===== src/rtl/stream_frame_packer_pkg.sv =====
// Shared definitions for the stream frame packer.
// State encoding, word layout constants and checksum fold helper.
package stream_frame_packer_pkg;

    localparam int WORD_W   = 33;
    localparam int LAST_BIT = 32;

    localparam logic [15:0] TRL_TAG_DEF = 16'hA5C3;

    typedef enum logic [1:0] {
        PAYLOAD  = 2'd0,
        TRL_LEN  = 2'd1,
        TRL_CSUM = 2'd2
    } state_e;

    function automatic logic [31:0] csum_fold(
        input logic [31:0] sum,
        input logic [31:0] xr
    );
        return sum ^ {xr[15:0], xr[31:16]};
    endfunction

endpackage


===== src/rtl/stream_frame_packer_out_buf.sv =====
// Two-entry output FIFO for the frame packer.
// Head drives the port; reports occupancy after this cycle's pop.
module frame_out_buf
    import stream_frame_packer_pkg::*;
(
    input  logic              clk,
    input  logic              nrst,
    input  logic              push_i,
    input  logic [WORD_W-1:0] push_data_i,
    input  logic              out_ready_i,
    output logic              out_valid_o,
    output logic [WORD_W-1:0] out_data_o,
    output logic [1:0]        occ_post_o
);

    logic [WORD_W-1:0] ent0_q, ent0_d;
    logic [WORD_W-1:0] ent1_q, ent1_d;
    logic [1:0]        cnt_q, cnt_d;
    logic              pop;

    assign out_valid_o = (cnt_q != 2'd0);
    assign out_data_o  = out_valid_o ? ent0_q : '0;
    assign pop         = out_valid_o & out_ready_i;
    assign occ_post_o  = cnt_q - {1'b0, pop};

    // Shift head on pop, then write into the first free slot.
    always_comb begin
        ent0_d = ent0_q;
        ent1_d = ent1_q;
        cnt_d  = occ_post_o + {1'b0, push_i};
        if (pop) begin
            ent0_d = ent1_q;
        end
        if (push_i) begin
            if (occ_post_o == 2'd0) begin
                ent0_d = push_data_i;
            end else begin
                ent1_d = push_data_i;
            end
        end
    end

    // Storage and occupancy registers.
    always_ff @(posedge clk or negedge nrst) begin
        if (!nrst) begin
            ent0_q <= '0;
            ent1_q <= '0;
            cnt_q  <= 2'd0;
        end else begin
            ent0_q <= ent0_d;
            ent1_q <= ent1_d;
            cnt_q  <= cnt_d;
        end
    end

endmodule


===== src/rtl/stream_frame_packer.sv =====
// Frame packer: re-emits FIFO words as frames with a
// length word and a checksum word appended to each frame.
module stream_frame_packer
    import stream_frame_packer_pkg::*;
#(
    parameter int          MAX_WORDS = 1024,
    parameter int          LEN_W     = 11,
    parameter logic [15:0] TRL_TAG   = TRL_TAG_DEF
) (
    input  logic              clk,
    input  logic              nrst,
    input  logic              in_valid,
    output logic              in_ready,
    input  logic [WORD_W-1:0] in_data,
    output logic              out_valid,
    input  logic              out_ready,
    output logic [WORD_W-1:0] out_data,
    output logic              frame_done,
    output logic              err_overlong
);

    state_e            state_q, state_d;
    logic [LEN_W-1:0]  count_q, count_d, count_inc;
    logic [31:0]       sum_q, sum_d;
    logic [31:0]       xr_q, xr_d;
    logic              cap_pend_q;
    logic              run_q;
    logic              push;
    logic [WORD_W-1:0] push_data;
    logic [1:0]        occ_post;
    logic              cap_last;

    frame_out_buf u_buf (
        .clk         (clk),
        .nrst        (nrst),
        .push_i      (push),
        .push_data_i (push_data),
        .out_ready_i (out_ready),
        .out_valid_o (out_valid),
        .out_data_o  (out_data),
        .occ_post_o  (occ_post)
    );

    assign count_inc = count_q + LEN_W'(1);

    // Accept only when a slot is reserved for every word in flight.
    assign in_ready = run_q & (state_q == PAYLOAD) & ~cap_last &
                      (({1'b0, occ_post} + {2'b0, cap_pend_q}) < 3'd2);

    assign frame_done = out_valid & out_ready & out_data[LAST_BIT];

    // Next-state, datapath update and buffer push selection.
    always_comb begin
        state_d      = state_q;
        count_d      = count_q;
        sum_d        = sum_q;
        xr_d         = xr_q;
        push         = 1'b0;
        push_data    = '0;
        cap_last     = 1'b0;
        err_overlong = 1'b0;
        unique case (state_q)
            PAYLOAD: begin
                if (cap_pend_q) begin
                    push      = 1'b1;
                    push_data = {1'b0, in_data[31:0]};
                    count_d   = count_inc;
                    sum_d     = sum_q + in_data[31:0];
                    xr_d      = xr_q ^ in_data[31:0];
                    if (in_data[LAST_BIT] ||
                        count_inc == LEN_W'(MAX_WORDS)) begin
                        cap_last     = 1'b1;
                        err_overlong = ~in_data[LAST_BIT];
                        state_d      = TRL_LEN;
                    end
                end
            end
            TRL_LEN: begin
                if (occ_post != 2'd2) begin
                    push      = 1'b1;
                    push_data = {1'b0, TRL_TAG, 16'(count_q)};
                    state_d   = TRL_CSUM;
                end
            end
            TRL_CSUM: begin
                if (occ_post != 2'd2) begin
                    push      = 1'b1;
                    push_data = {1'b1, csum_fold(sum_q, xr_q)};
                    count_d   = '0;
                    sum_d     = '0;
                    xr_d      = '0;
                    state_d   = PAYLOAD;
                end
            end
            default: state_d = PAYLOAD;
        endcase
    end

    // State, running length/checksum and capture-pending flag.
    always_ff @(posedge clk or negedge nrst) begin
        if (!nrst) begin
            state_q    <= PAYLOAD;
            count_q    <= '0;
            sum_q      <= '0;
            xr_q       <= '0;
            cap_pend_q <= 1'b0;
            run_q      <= 1'b0;
        end else begin
            state_q    <= state_d;
            count_q    <= count_d;
            sum_q      <= sum_d;
            xr_q       <= xr_d;
            cap_pend_q <= in_valid & in_ready;
            run_q      <= 1'b1;
        end
    end

endmodule


===== config.mk =====
export PLATFORM = sky130hd
export DESIGN_NAME = stream_frame_packer
export DESIGN_NICKNAME = d
export VERILOG_FILES = /design/src/rtl/stream_frame_packer_pkg.sv /design/src/rtl/stream_frame_packer_out_buf.sv /design/src/rtl/stream_frame_packer.sv
export SDC_FILE = /design/constraint.sdc
export NUM_CORES = 1
export LEC_CHECK = 0
export CORE_UTILIZATION = 30
export DETAILED_ROUTE_END_ITERATION = 10
export PLACE_DENSITY_LB_ADDON = 0.05
export SLEW_MARGIN = 0
export SYNTH_ARGS = -nofsm -noshare
export SYNTH_HDL_FRONTEND = slang
export SYNTH_SLANG_ARGS = --single-unit

===== constraint.sdc =====
create_clock -name clk -period 3.99 [get_ports clk]
set_clock_uncertainty 0.15 [all_clocks]
set_input_delay 0.798 -clock clk [delete_from_list [all_inputs] [get_ports clk]]
set_output_delay 0.798 -clock clk [all_outputs]
set_load 0.005 [all_outputs]

* After elaboration in Yosys (flattened, before gate mapping)
Cells that the tools add are included.
Storage, ports and cells: output and inout port bits 37, bits in registers 147, word-level logic and storage cells 73
Cells by class: eq/ne operators 8, multiplexer cells 30, reduce and logical (&&, ||, !) cells 9, $add $sub $neg 5, bitwise gates (word level) 11, order comparisons 1
Operators by type and width (count):
- $mux 33 | 5
- $mux 32 | 5
- $pmux 32 s2 | 2
- $pmux 33 s3 | 1
- $xor 32x32->32 | 2
- $add 32x32->32 | 1
- $mux 11 | 2
- $pmux 11 s2 | 1
- $add 11x1->11 const B | 1
- $eq 11x11->1 const B | 1
- $mux 1 | 8
- $mux 2 | 4
- $ne 2x2->1 const B | 4
- $and 1x1->1 | 6
- $pmux 2 s3 | 1
- $logic_not 2->1 | 2
- $reduce_and 4->1 | 1
- $reduce_bool 2->1 | 2
- $add 2x1->3 | 1
- $lt 3x2->1 const B | 1
- $not 1->1 | 3
- $reduce_and 3->1 | 1
- $add 2x1->2 | 1
- $eq 2x1->1 const B | 1
- 7 further kinds | 7

* Depth between registers and ports, before layout
word-level depth 10, gate-level depth with buffers 15, gate-level depth less buffers 11

* By module
Synthesis repeated with hierarchy kept, for this count alone.
Second synthesis, totals: cell total of the unflattened synthesis 900, area total of the unflattened synthesis 8989.9 um^2
By module, submodules not included:
- stream_frame_packer | area each 5713.0 um^2, cells each 675, instances 1, sequential area each 1976.9 um^2
- frame_out_buf | area each 3276.9 um^2, cells each 225, instances 1, sequential area each 1701.6 um^2

* Worst setup path before layout
OpenSTA, ideal clock, no wires.
kind reg-to-reg, from register u_buf.cnt_q[1], to register u_buf.ent1_q[2], buffers on the path 4, data arrival time 3.116 ns, stages on the path, launching flop included 14, setup slack 0.587 ns, period minus slack after synthesis 3.403 ns, cells stage by stage dfrtp_1 > or2_2 > clkbuf_1 > nand2_1 > buf_1 > inv_1 > ha_1 > xnor2_1 > nand2b_1 > a21oi_1 > a211oi_1 > buf_2 > buf_1 > a21oi_1
On the way: longest elaborated chain between the ends 7
RTL lines:
- start, declared | line stream_frame_packer_out_buf.sv:18 | logic [1:0] cnt_q, cnt_d;
- start signal, assigned | line stream_frame_packer_out_buf.sv:52 | cnt_q <= cnt_d;
- $reduce_bool 2->1 | line stream_frame_packer_out_buf.sv:21 | assign out_valid_o = (cnt_q != 2'd0);
- $and 1x1->1 | line stream_frame_packer_out_buf.sv:23 | assign pop = out_valid_o & out_ready_i;
- $sub 2x1->2 * | line stream_frame_packer_out_buf.sv:24 | assign occ_post_o = cnt_q - {1'b0, pop};
- $ne 2x2->1 | line stream_frame_packer.sv:79, stream_frame_packer.sv:86
- $mux 1 | line stream_frame_packer.sv:79, stream_frame_packer.sv:86
- $pmux 1 s2 | line stream_frame_packer.sv:62 | unique case (state_q)
- $reduce_and 2->1 (no source line)
- end signal, assigned | line stream_frame_packer_out_buf.sv:51 | ent1_q <= ent1_d;
- end, declared | line stream_frame_packer_out_buf.sv:17 | logic [WORD_W-1:0] ent1_q, ent1_d;
Every way passes the cells marked *; elsewhere a longest branch is shown, timed or not. A chain may end at the register's enable or synchronous reset.

* Worst setup path in the final report
from register count_q[1], to output port in_ready
On the way: longest elaborated chain between the ends 9
RTL lines:
- start, declared | line stream_frame_packer.sv:23 | logic [LEN_W-1:0] count_q, count_d, count_inc;
- start signal, assigned | line stream_frame_packer.sv:110 | count_q <= count_d;
- $add 11x1->11 | line stream_frame_packer.sv:44 | assign count_inc = count_q + LEN_W'(1);
- $eq 11x11->1 | line stream_frame_packer.sv:71 | count_inc == LEN_W'(MAX_WORDS)) begin
- $logic_or 1x1->1 | line stream_frame_packer.sv:70 | if (in_data[LAST_BIT] ||
- $mux 1 | line stream_frame_packer.sv:70
- $mux 1 | line stream_frame_packer.sv:64 | if (cap_pend_q) begin
- $mux 1 | line stream_frame_packer.sv:62
- $not 1->1 | line stream_frame_packer.sv:47 | assign in_ready = run_q & (state_q == PAYLOAD) & ~cap_last &
- $and 1x1->1 (2 in a row) | line stream_frame_packer.sv:47
- end, declared | line stream_frame_packer.sv:13 | output logic in_ready,
Every way passes these cells.

==> metrics.yaml <==
status: "completed"
setup_viol: 0
cp-startpoint: "count_q[1]$_DFFE_PN0P_"
r2r_start: "u_buf.cnt_q[1]$_DFF_PN0_"
rrSetupSlack_ns: 0.65
grt_pass1_vias: 6989
cts_buffer_depth: 2
p_comb_share_pct: 54.8
syn_nets: 1024
p_switching_mw: 4.164
synthFlopType: "dfrtp_1"
gr-usage-met3_pct: 2.416
synth-simple-area-share_pct: 16.40
synth_seq_cells: 147
tightestPinTransition_ns: 0.8416
clkTransAtPathRegs_ns: 0.07
ant_nets: 0
crit_end: "in_ready"
synth_most_common_cell: "dfrtp_1"
swShare_pct: 43.02
first_iter_violations: 416
grt_antenna_before_repair: 0
final_nets: 1116
cts_max_level: 4
rr_worst_depth: 12
ys_seq_area_share_pct: 42.79
dr_total_vias: 6995
drcViolationCount: 0
peakVddDrop_uv: 281.9
start_util_pct: 30.69
ctsRootBufferMaster: "clkbuf_16"
stdcell_count: 1432
cp.arrival_ns: 2.85
dr.pass1.iters: 4
grt.met2_usage_pct: 29.32
synth_cell_types: 58
fin_crit_sh_pct: 95.27
fin_crit_ns: 3.801
power-per-cell-area_nw_per_um2: 904.0
avgSynthCellArea_sq_um: 9.069
r2r_end: "u_buf.ent1_q[12]$_DFFE_PN0P_"
p_seq_share_pct: 28.1
top_usage_layer: "met2"
pin_count: 74
critPathRequiredTime_ns: 3.04
dieArea_sq_um: 29340
slew_viol_final: 0
grt_pass1_wl_microns: 42270
cts_made_buffers: 17
grt_max_degree: 70
synth_area_sq_um: 8597
die_w_microns: 171.3
rsz0062_at_grt: "no"
avgRoutedWirePerCell_microns: 18.79
critPathMaxFanout: 4
hpwl_microns: 19430
final_hold_viol_count: 0
synth_top_area_cell: "dfrtp_1"
clkLatencyLatePin_ns: 0.43
synth_top_area_share_pct: 42.79
use_met1_pct: 28.38
p_clk_share_pct: 17.0
yosys-top-cells-area: "dfrtp_1 (43%), xor2_1 (6.8%), nand2_1 (5.5%)"
synth_mux_area_share_pct: 4.570
rows: 61
syn2layout_area_growth_pct: 24.55
io_buffers: 73
grt_overflow: 0
synth_warnings: 0
cp-start-kind: "flip-flop"
synth_compound_area_share_pct: 18.13
synthArstFlopShare_pct: 100.0
viasPerCell: 4.885
cts_tree: "built"
synth_xor_area_share_pct: 9.475
synth_edf_count: 0
path_class: "flip-flop to primary output"
core_area_sq_um: 28010
relSlewSlack_pct: 43.88
synth_top_family_by_area: "compound AO/OA/AOI/OAI gates"
p_leak_nw: 4.685
syn-instance-count: 948
gp_congestion: 0.8780
p_int_mw: 5.516
finalSetupTns_ns: 0
max_freq_mhz: 263.1
drv_cap: 0
cts_sinks: 147
endpoint_kind: "primary output"
synth_commonest_cells: "dfrtp_1 (147), nand2_1 (127), nor2_1 (107)"
dp.cells: 1394
fillers: 2889
hp-class: "input pin to asynchronous set/reset pin"
die_h_microns: 171.3
drt-total-wl_microns: 26910
post_route_cells_drive_above_1_share_pct: 12.82
grt_usage_pct: 19.42
synthAdderAreaFrac_pct: 5.763
-- cells by family after synthesis --
group / after synthesis
mux: 35
simple gates: 319
flops: 147
buf+inv: 63
compound gates: 251
other cells: 1
fa+ha+maj: 39
xor+xnor: 93
-- repair_timing --
item	in CTS	in global routing
setup endpoints to repair	2	2
hold buffers	0	0
gates resized for setup	4	4
hold endpoints to repair	0	0
pin swaps	0	3
buffers inserted	3	2
-- registers in the layout, summed over array words and instances, names as in the netlist --
signal / flops
xr_q: 32
u_buf.ent0_q: 33
state_q: 2
u_buf.cnt_q: 2
cap_pend_q: 1
count_q: 11
u_buf.ent1_q: 33
sum_q: 32
run_q: 1
-- layout by cell type (no fill, tap or decap), types with 7 or more instances in the layout --
| cell | netlist | final |
|---|---|---|
| a221oi_1 | 19 | 19 |
| nand2_1 | 127 | 127 |
| a21oi_1 | 77 | 76 |
| and2_1 | 40 | 40 |
| buf_4 | 0 | 43 |
| xnor2_1 | 26 | 26 |
| nand4_1 | 8 | 8 |
| inv_1 | 14 | 14 |
| a22o_1 | 7 | 7 |
| a22oi_1 | 13 | 13 |
| xor2_1 | 67 | 67 |
| a21o_1 | 7 | 7 |
| mux2_2 | 33 | 33 |
| nor2_1 | 107 | 106 |
| o21ai_1 | 46 | 45 |
| o21ai_0 | 42 | 42 |
| ha_1 | 38 | 37 |
| clkdlybuf4s50_1 | 0 | 72 |
| and3_1 | 9 | 8 |
| dfrtp_1 | 147 | 146 |
| clkbuf_16 | 0 | 17 |
-- through the flow --
step           hold slack, ns  util (%)  cell area [sq um]  total power, mW  setup WS, ns
3_3_place_gp           0.3257     35.85              10040            8.052       0.08964
4_1_cts                0.2671     38.08              10670            9.790       0.03203
3_5_place_dp           0.3284     35.85              10040            8.080       0.07496
6_report               0.2209     38.23              10710            9.680        0.1886
2_1_floorplan          0.3074         -               8597            6.051        0.5866
5_1_grt                0.2649     38.22              10710            10.56       0.02120
-- final cells by class --
cell class,count,area [sq um],share of cell area (%)
Sequential cell,147,3680,34.37
Antenna cell,1,2.502,0.02337
Clock buffer,17,425.4,3.973
Tap cell,378,473.0,4.417
Clock inverter,15,162.7,1.519
Multi-Input combinational cell,738,4737,44.24
Inverter,14,52.55,0.4908
Timing Repair Buffer,122,1175,10.97
-- routing by layer --
layer  vias up  part of all wire (%)
met3        23                   3.2
met4         0                   2.0
met2       129                    44
met1      3364                    51
li1       3479                     -
met5         -                     0
-- power by group through the flow --
stage / combinational (mW) / sequential, mW / clock (mW)
2_1_floorplan: 3.48 / 2.57 / 0
3_3_place_gp: 5.30 / 2.76 / 0
3_5_place_dp: 5.32 / 2.76 / 0
4_1_cts: 5.37 / 2.73 / 1.70
5_1_grt: 5.99 / 2.81 / 1.76
6_report: 5.31 / 2.72 / 1.65
-- worst min path at each step --
stage / to / slack, ns / depth (start not counted)
global route: run_q$_DFF_PN0_ / 0.26 / 1
detailed placement: u_buf.ent1_q[32]$_DFFE_PN0P_ / 0.33 / 1
global placement: u_buf.ent1_q[32]$_DFFE_PN0P_ / 0.33 / 1
CTS: u_buf.ent0_q[2]$_DFF_PN0_ / 0.27 / 1
floorplan: u_buf.ent1_q[32]$_DFFE_PN0P_ / 0.31 / 1
finish: u_buf.ent0_q[3]$_DFF_PN0_ / 0.22 / 1
-- critical path: stages (launching register included) --
cell             delay, ns
dfrtp_2               0.41
ha_4                  0.16
and3_4                0.19
nand3_1               0.11
buf_4                 0.17
and3_1                0.17
o21ai_1               0.17
a211oi_2              0.11
o21ai_1               0.19
nand2_1               0.12
nor2_2                0.11
clkdlybuf4s50_1       0.51
Power figures use the tool's default switching activity.
